==> config.mk <==
export PLATFORM = sky130hd
export DESIGN_NAME = palette_loader
export DESIGN_NICKNAME = d
export VERILOG_FILES = /design/src/rtl/palette_loader.sv
export SDC_FILE = /design/constraint.sdc
export NUM_CORES = 1
export LEC_CHECK = 0
export BUFFER_PORTS_ARGS = -buffer_cell sky130_fd_sc_hd__buf_4
export CAP_MARGIN = 20
export CORE_AREA = 2 2 246 369
export DETAILED_ROUTE_END_ITERATION = 10
export DIE_AREA = 0 0 248 371
export SYNTH_ARGS = -nofsm -noshare
export SYNTH_HDL_FRONTEND = slang
export SYNTH_SLANG_ARGS = --single-unit
==> constraint.sdc <==
create_clock -name clk -period 6.55 [get_ports clk]
set_input_delay 0 -clock clk [delete_from_list [all_inputs] [get_ports clk]]
set_output_delay 0 -clock clk [all_outputs]
set_load 0.05 [all_outputs]
==> src/rtl/palette_loader.sv <==
// Palette loader: captures a host .pal byte stream into a 64 x 15-bit palette RAM that is
// shared with the video colour lookup; video reads always win, loader writes are deferred.
module palette_loader #(
    parameter int ENTRIES = 64,
    parameter int CW      = 5,
    localparam int AW     = $clog2(ENTRIES)
) (
    input  logic            clk,
    input  logic            reset_n,
    input  logic            dl_en,
    input  logic            dl_wr,
    input  logic [7:0]      dl_data,
    output logic            dl_wait,
    input  logic            rd_en,
    input  logic [AW-1:0]   rd_addr,
    output logic [3*CW-1:0] rd_data,
    output logic            pal_valid,
    output logic            busy
);

    localparam logic [AW:0] FULL_CNT = (AW+1)'(ENTRIES);

    typedef enum logic [1:0] {
        StIdle,
        StLoad,
        StDone
    } state_e;

    state_e r_state, w_state_nxt;

    logic              r_dl_en_prev;
    logic [1:0]        r_phase;
    logic [AW:0]       r_idx;
    logic [AW:0]       r_cnt;
    logic [CW-1:0]     r_r;
    logic [CW-1:0]     r_g;
    logic              r_pending;
    logic [AW-1:0]     r_wb_addr;
    logic [3*CW-1:0]   r_wb_data;
    logic              r_proto_err;
    logic              r_pal_valid;
    logic              w_pal_valid_nxt;
    logic [3*CW-1:0]   r_rd_data;
    logic [3*CW-1:0]   r_ram [ENTRIES];

    logic w_dl_rise;
    logic w_wait;
    logic w_byte_ok;
    logic w_accept;
    logic w_proto_err;
    logic w_commit;
    logic w_load_done;
    logic w_unused;

    assign w_dl_rise   = dl_en & ~r_dl_en_prev;
    assign w_wait      = r_pending & (r_phase == 2'd2);
    // Bytes past the last entry are discarded even while the final write is still draining.
    assign w_byte_ok   = (r_state == StLoad) & dl_en & dl_wr & ~w_dl_rise & (r_idx != FULL_CNT);
    assign w_accept    = w_byte_ok & ~w_wait;
    assign w_proto_err = w_byte_ok & w_wait;
    assign w_commit    = r_pending & ~rd_en;
    assign w_load_done = ~r_pending & (r_cnt == FULL_CNT);

    assign dl_wait   = w_wait;
    assign busy      = (r_state != StIdle);
    assign pal_valid = r_pal_valid;
    assign rd_data   = r_rd_data;

    assign w_unused = ^{dl_data[7-CW:0], r_proto_err};

    always_ff @(posedge clk) begin
        if (!reset_n) begin
            r_state     <= StIdle;
            r_pal_valid <= 1'b0;
        end else begin
            r_state     <= w_state_nxt;
            r_pal_valid <= w_pal_valid_nxt;
        end
    end

    always_comb begin
        w_state_nxt     = r_state;
        w_pal_valid_nxt = r_pal_valid;
        if (w_dl_rise) begin
            w_state_nxt     = StLoad;
            w_pal_valid_nxt = 1'b0;
        end else begin
            case (r_state)
                StIdle: begin
                    w_state_nxt = StIdle;
                end
                StLoad: begin
                    if (w_load_done) begin
                        w_state_nxt     = StDone;
                        w_pal_valid_nxt = 1'b1;
                    end else if (!dl_en) begin
                        w_state_nxt     = StIdle;
                        w_pal_valid_nxt = 1'b0;
                    end
                end
                StDone: begin
                    if (!dl_en) begin
                        w_state_nxt = StIdle;
                    end
                end
                default: begin
                    w_state_nxt = StIdle;
                end
            endcase
        end
    end

    always_ff @(posedge clk) begin
        if (!reset_n) begin
            r_dl_en_prev <= 1'b0;
            r_phase      <= 2'd0;
            r_idx        <= '0;
            r_cnt        <= '0;
            r_r          <= '0;
            r_g          <= '0;
            r_pending    <= 1'b0;
            r_wb_addr    <= '0;
            r_wb_data    <= '0;
            r_proto_err  <= 1'b0;
        end else begin
            r_dl_en_prev <= dl_en;
            if (w_dl_rise) begin
                r_phase     <= 2'd0;
                r_idx       <= '0;
                r_cnt       <= '0;
                r_pending   <= 1'b0;
                r_proto_err <= 1'b0;
            end else begin
                if (w_commit) begin
                    r_pending <= 1'b0;
                    r_cnt     <= r_cnt + (AW+1)'(1);
                end
                if (w_proto_err) begin
                    r_proto_err <= 1'b1;
                end
                // A blue byte is never accepted while pending, so this cannot race the commit.
                if (w_accept) begin
                    case (r_phase)
                        2'd0: begin
                            r_r     <= dl_data[7 -: CW];
                            r_phase <= 2'd1;
                        end
                        2'd1: begin
                            r_g     <= dl_data[7 -: CW];
                            r_phase <= 2'd2;
                        end
                        default: begin
                            r_wb_data <= {dl_data[7 -: CW], r_g, r_r};
                            r_wb_addr <= r_idx[AW-1:0];
                            r_pending <= 1'b1;
                            r_phase   <= 2'd0;
                            r_idx     <= r_idx + (AW+1)'(1);
                        end
                    endcase
                end
            end
        end
    end

    // Palette storage is deliberately not reset; only the loader's write port touches it.
    always_ff @(posedge clk) begin
        if (reset_n && w_commit) begin
            r_ram[r_wb_addr] <= r_wb_data;
        end
    end

    always_ff @(posedge clk) begin
        if (!reset_n) begin
            r_rd_data <= '0;
        end else if (rd_en) begin
            r_rd_data <= r_ram[rd_addr];
        end
    end

endmodule

==> results of run 1 <==
==> state kept, by name, indices dropped and copies added (netlist names) <==
signal	cells
r_ram	960
r_wb_data	15
rd_data	15
r_cnt	7
r_idx	7
r_wb_addr	6
r_g	5
r_r	5
r_phase	2
r_state	2
pal_valid	1
r_dl_en_prev	1
r_pending	1
==> layout make-up <==
| cell class | instances | share of cell area, % |
|---|---|---|
| Inverter | 12 | 0.101 |
| Sequential cell | 1027 | 67.6 |
| Clock inverter | 42 | 0.885 |
| Multi-Input combinational cell | 930 | 20.0 |
| Tap cell | 1156 | 3.24 |
| Timing Repair Buffer | 132 | 2.65 |
| Clock buffer | 119 | 5.57 |
==> stage by stage <==
step | hold WS [ns] | cells
after CTS | 0.0120 | 3409
after global routing | 0.0840 | 3418
after floorplan | 0.135 | 2094
after global placement | 0.256 | 3233
final | 0.0553 | 3418
after detailed placement | 0.271 | 3235
==> worst register-to-register path, delay by kind of cell, from the launching register on <==
kind,cells,cell delay (ns)
flip-flops,1,0.39
AND/OR/NAND/NOR,5,2.50
==> per-layer routing <==
metal	vias up	global-route usage, %
li1	8746	-
met1	10300	24.8
met2	493	33.1
met3	111	3.21
met4	0	6.18
met5	-	0
==> cell families after synthesis <==
family                     count (synthesis)  synth area share (%)
AOI/OAI and AO/OA                        294                  5.97
xor gates and xnor gates                   9                 0.199
adders and majority gates                  7                 0.221
buffers and inverters                    137                  1.69
DFF                                     1027                  76.0
muxes                                    310                  11.8
and+or+nand+nor                          310                  4.10
==> path summary, 6_finish.rpt <==
kind / from / endpoint / slack [ns] / depth (start not counted)
worst min-delay path: dl_wr / r_phase[0]$_SDFFE_PP0N_ / 0.06 / 5
worst max register to register: r_pending$_SDFF_PP0_ / r_ram[35][10]$_DFFE_PP_ / 3.25 / 5
worst min register to register: r_r[2]$_SDFFE_PN0P_ / r_wb_data[2]$_SDFFE_PN0P_ / 0.44 / 2
worst max-delay path: r_pending$_SDFF_PP0_ / r_ram[35][10]$_DFFE_PP_ / 3.25 / 5
==> layout by cell type, fill, tap and decap left out, drive strengths merged, types with 66 or more instances in the layout <==
master,count
a22o,90
edfxtp,960
nor2b,76
nor2,83
dfxtp,67
clkbuf,120
buf,116
mux4,120
nand2,66
mux2i,130
==> where the power goes <==
part | internal [mW] | switching, mW | total, mW
clock | 2.98 | 2.28 | 5.26
combinational | 0.125 | 0.229 | 0.355
sequential | 7.06 | 0.0111 | 7.08
==> qor.txt, run 1 <==
Period Utilization, post-route: 50.4%
Antenna cells: 0
First DRT Iteration DRCs: 1,587
Critical-path top delay cell: nor2_2
Startpoint Class: register
Routed length on met1: 35,800 um
Register area: 0.0302 mm^2
Cell taking the most area after synthesis: edfxtp_1
Initial Util: 44.7%
Row cnt: 134
Setup TNS: 0 ns
Post-DP HPWL: 53,000 um
CTS tree: done
Initial antenna violation count: 2
Share of cells above drive strength 1: 21.1%
DR WL/cell: 25.7 um
Data required time of the worst path: 6.82 ns
Remaining Overflow, GRT: 0
Worst-Margin Slew: 1.15 ns
Peak supply drop: 0.000241 V
Final nets: 2,220
Worst path buffer plus inverter count: 0
Routed WL: 87,900 um
I/O pin count: 37
Status: finished clean
Largest net degree at the start of global routing: 139
Most frequent cell after synthesis: edfxtp_1
Global-route wire length before repair: 129,000 um
Cell family with the largest share of critical-path delay: simple AND/OR/NAND/NOR gates
Worst path cell trace: nor2b_1, nand2_1, nor2_1, nand3_1, nor2_2
Setup Skew: 0.0299 ns
Hold Violations, Final: 0
Metal3 WL: 4550 um
Max Cap Violations: 0
Syn Std Cell Area: 0.0397 mm^2
DRT antenna net count: 0
Post-synthesis async set-or-reset flop share: 0%
Fill count: 7,018
DR vias: 19,600
Drt pass-1 iters: 6
Worst min-delay path category: input pin to register
Worst skew pair latency: 0.67 ns
Hold bufs inserted after CTS: 13
Post-Route Utilization: 50.4%
Met2 Wirelength: 45,300 um
Area delta synth->final: 12.6%
Clock-pin slew on the worst setup and hold paths: 0.07 ns
Core Area: 0.0887 mm^2
Synthesized Nets: 2,120
EDFF count, synth: 960
Post-layout min period: 3.30 ns
Clock root buffer master: clkbuf_16
Clock tree buffer depth: 3
Synth warn: 0
Max Used Layer: met4
Vias in the first global route: 20,000
Total CTS buffers: 91
Slew HR: 22.3%
Area contributors post-synth: edfxtp_1 (73%), mux4_2 (6.8%), dfxtp_1 (3.4%), mux2i_1 (3.3%), a22o_1 (2.0%)
PnR worst setup slack: 3.25 ns
CP Data Arrival Time: 3.57 ns
Drc violations: 0
Post-synthesis cell type count: 50
DP Worst Slack: 2.97 ns
Total Power: 12.7 mW
Critical Path Fanout Max: 15
Die height: 371 um
Synth top area share: 72.6%
Final GP Congestion: 0.779
Worst path max stage delay: 0.97 ns
Num Clock Sinks: 1,027
#FFs+latches synth: 1,027
Die W: 248 um
Post-CTS Setup Inserts: 0
Post-route cell area: 0.0447 mm^2
Max Fclk: 303 MHz
Cell count after synthesis: 2,094
Die area: 0.0920 mm^2
H-tree lvl count: 3
Post-CTS resize count: 0
Critical path class: register to register
Final Max Slew Viols: 0
Final setup fails: 0
Sequential area share after synthesis: 76.0%
Worst setup EP type: register
Avg Synthesized Cell Area: 18.9 um^2
Ys flop type: edfxtp_1
Buffers added on ports: 33
PwrDens: 284 mW/mm^2
Global-route usage over all layers: 19.2%
DR vias/cell: 5.74
Commonest cells post-synth: edfxtp_1 (960), mux2i_1 (130), mux4_2 (120), a22o_1 (90), nor2_1 (83)
RSZ-0062 raised after global routing: false
Leakage: 15.0 nW
Area taken by multi-input logic gates: 0.00893 mm^2
Area after DPL: 0.0415 mm^2
No activity file was read; power rests on OpenSTA's default activity.
==> run 2, diff against run 1 <==
- ABC_AREA: unset -> 1
- CORE_AREA: 2 2 246 369 -> 2 2 251 377
- DIE_AREA: 0 0 248 371 -> 0 0 253 379
- clock period: 6.55 -> 2.75 ns (I/O delays scaled with it)
==> qor.txt, run 2 <==
DP Worst Slack: 0.527 ns (-2.45 ns)
Global-route wire length before repair: 162,000 um (+25%)
Internal: 24.6 mW (+140%)
Hold Violations, Final: 0 (unchanged)
Vias in the first global route: 25,400 (+27%)
Placed cell count: 4,701 (+45%)
Final GP Congestion: 0.859 (+10%)
PnR worst setup slack: 0.222 ns (-3.03 ns)
Routed WL: 110,000 um (+25%)
Die area: 0.0959 mm^2 (+4.2%)
Synth warn: 0 (unchanged)
RSZ-0062 raised after global routing: false
Core Area: 0.0926 mm^2 (+4.4%)
Startpoint Class: register
Worst-Margin Slew: 0.935 ns (-0.220 ns)
Post-DP HPWL: 64,600 um (+22%)
Critical path class: register to register
Drc violations: 0 (unchanged)
Commonest cells post-synth: nand2_1 (1,141), edfxtp_1 (960), nand3_1 (898), buf_2 (112), nor2_1 (101)
DR vias/cell: 5.48 (-4.5%)
Peak supply drop: 0.000900 V (+270%)
Post-synthesis async set-or-reset flop share: 0% (unchanged)
Die W: 253 um (+2.0%)
Post-CTS Setup Inserts: 0 (unchanged)
Clock root buffer master: clkbuf_16
I/O pin count: 37 (unchanged)
Area delta synth->final: 12.8%
Antenna cells: 0 (unchanged)
Clock-pin slew on the worst setup and hold paths: 0.07 ns (about the same)
Initial Util: 44.7% (-0.073 points)
Ys flop type: edfxtp_1
Sw Pwr: 6.76 mW (+170%)
Post-layout min period: 2.53 ns (-0.773 ns)
Max Fclk: 396 MHz (+31%)
Combinational Power Share: 5.4% (+2.6 points)
PwrDens: 673 mW/mm^2 (+140%)
Slew HR: 37.7% (+15 points)
Final setup fails: 0 (unchanged)
Most frequent cell after synthesis: nand2_1
Critical Path Fanout Max: 1 (-14)
Syn Std Cell Area: 0.0413 mm^2 (+4.2%)
Cell count after synthesis: 3,561 (+70%)
Final Max Slew Viols: 0 (unchanged)
Grt met2 use: 39.6% (+6.5 points)
DRT antenna net count: 0 (unchanged)
Met3 Use GR: 2.74% (-0.47 points)
CP Data Arrival Time: 3.09 ns (-0.48 ns)
Flop pwr share: 53.7% (-2.0 points)
Setup Skew: 0.0210 ns (-0.00890 ns)
Post-route cell area: 0.0466 mm^2 (+4.4%)
Row cnt: 137 (+2.2%)
Setup TNS: 0 ns (unchanged)
Worst setup EP type: register
Remaining Overflow, GRT: 0 (unchanged)
Most flops, register: r_ram
Cell taking the most area after synthesis: edfxtp_1
Period Utilization, post-route: 91.9% (+42 points)
Drt pass-1 iters: 6 (unchanged)
Switching portion of total power: 21.5% (+1.6 points)
CTS tree: done
DR WL/cell: 22.5 um (-12%)
Area after DPL: 0.0435 mm^2 (+4.7%)
Gr busiest metal: met2
Post-synthesis cell type count: 25 (-50%)
Max Cap Violations: 0 (unchanged)
Met1 Usage GRT: 28.9% (+4.0 points)
H-tree lvl count: 3 (unchanged)
Die height: 379 um (+2.2%)
Buffers added on ports: 33 (unchanged)
Commonest cells after routing, fill and taps aside: nand2_1 (1,140), edfxtp_1 (960), nand3_1 (897), buf_4 (149), nor2_1 (101)
Num Clock Sinks: 1,027 (unchanged)
Area contributors post-synth: edfxtp_1 (70%), nand3_1 (11%), nand2_1 (10%), dfxtp_1 (3.2%), buf_2 (1.4%)
Leakage: 16.9 nW (+12%)
EDFF count, synth: 960 (unchanged)
DR vias: 26,800 (+36%)
Share of cells above drive strength 1: 9.11% (-12 points)
Synth top area share: 69.7% (-2.9 points)
Sequential area share after synthesis: 73.0% (-3.1 points)
Data required time of the worst path: 3.32 ns (-3.50 ns)
Status: finished clean
Worst min-delay path category: input pin to register
Initial antenna violation count: 0 (-2)
Global-route usage over all layers: 23.0% (+3.8 points)
Clock share of power: 40.9% (-0.6 points)
Layout Cells excl Fill: 4,881 (+43%)
Worst skew pair latency: 0.68 ns (about the same)
Largest net degree at the start of global routing: 144 (+3.6%)
Clock tree buffer depth: 3 (unchanged)
#FFs+latches synth: 1,027 (unchanged)
Commonest non-fill, non-tap cell in the layout: nand2_1
Post-Route Utilization: 50.4% (about the same)
Avg Synthesized Cell Area: 11.6 um^2 (-39%)
Flip-flop count of the largest register after layout: 960 (unchanged)
Synthesized Nets: 3,587 (+69%)
Total CTS buffers: 89 (-2.2%)
First DRT Iteration DRCs: 2,540 (+60%)
Final nets: 3,652 (+65%)
-- run 2: through the flow --
stage | hold WS (ns) | power, mW
6_report | 0.156 | 31.4
5_1_grt | 0.165 | 32.3
4_1_cts | 0.0980 | 31.6
3_5_place_dp | 0.231 | 18.9
3_3_place_gp | 0.228 | 18.9
2_1_floorplan | 0.111 | 18.3
-- run 2: per-layer routing --
layer / part of all wire, % / vias to the layer above
li1: - / 12600
met1: 39 / 13100
met2: 51 / 881
met3: 5.7 / 201
met4: 4.6 / 0
met5: 0 / -
-- run 2: worst max-delay path: stages (launching register included) --
cell	delay, ns
edfxtp_1	0.35
nand2_1	0.07
nand3_1	0.12
nand3_1	0.17
nand3_2	0.15
nand2_2	0.17
nand2_1	0.06
nand3_1	0.06
dlygate4sd3_1	0.54
nand3_1	0.06
dlygate4sd3_1	0.56
nand2_1	0.06
inv_1	0.03
-- run 2: timing repair --
item	in CTS	in global routing
gates resized for setup	0	2
endpoints found under the setup margin	0	1
hold buffers	15	0
endpoints found under the hold margin	62	0
-- run 2: path summary, 6_finish.rpt --
check / start / endpoint / slack, ns / depth (start not counted)
worst min register to register: r_g[1]$_SDFFE_PN0P_ / r_wb_data[6]$_SDFFE_PN0P_ / 0.46 / 2
worst min-delay path: dl_data[5] / r_g[2]$_SDFFE_PN0P_ / 0.16 / 4
worst max register to register: r_ram[51][8]$_DFFE_PP_ / rd_data[8]$_SDFFE_PN0P_ / 0.22 / 12
worst max-delay path: r_ram[51][8]$_DFFE_PP_ / rd_data[8]$_SDFFE_PN0P_ / 0.22 / 12
-- run 2: layout make-up --
| class | count | area, um^2 |
|---|---|---|
| clock buffer | 115 | 2560 |
| clock inverter | 50 | 450 |
| fill | 8061 | 45900 |
| inverter | 60 | 243 |
| multi-input combinational | 2252 | 9810 |
| sequential | 1027 | 30200 |
| tap | 1181 | 1480 |
| timing repair buffer | 196 | 1900 |
-- run 2: power groups by stage --
stage	combinational, mW	clock [mW]	sequential, mW
2_1_floorplan	1.03	0	17.2
3_3_place_gp	1.67	0	17.2
3_5_place_dp	1.68	0	17.2
4_1_cts	1.71	13.1	16.8
5_1_grt	1.85	13.6	16.8
6_report	1.70	12.9	16.8
-- run 2: cell families (layout without fill, tap and decap cells) --
logic type | count (synthesis) | count (layout) | share of synthesized area, %
fa+ha+maj | 7 | 7 | 0.212
flops | 1027 | 1027 | 73.0
compound gates | 81 | 81 | 0.993
xor+xnor | 2 | 2 | 0.0424
simple gates | 2162 | 2162 | 22.5
buf+inv | 282 | 421 | 3.32
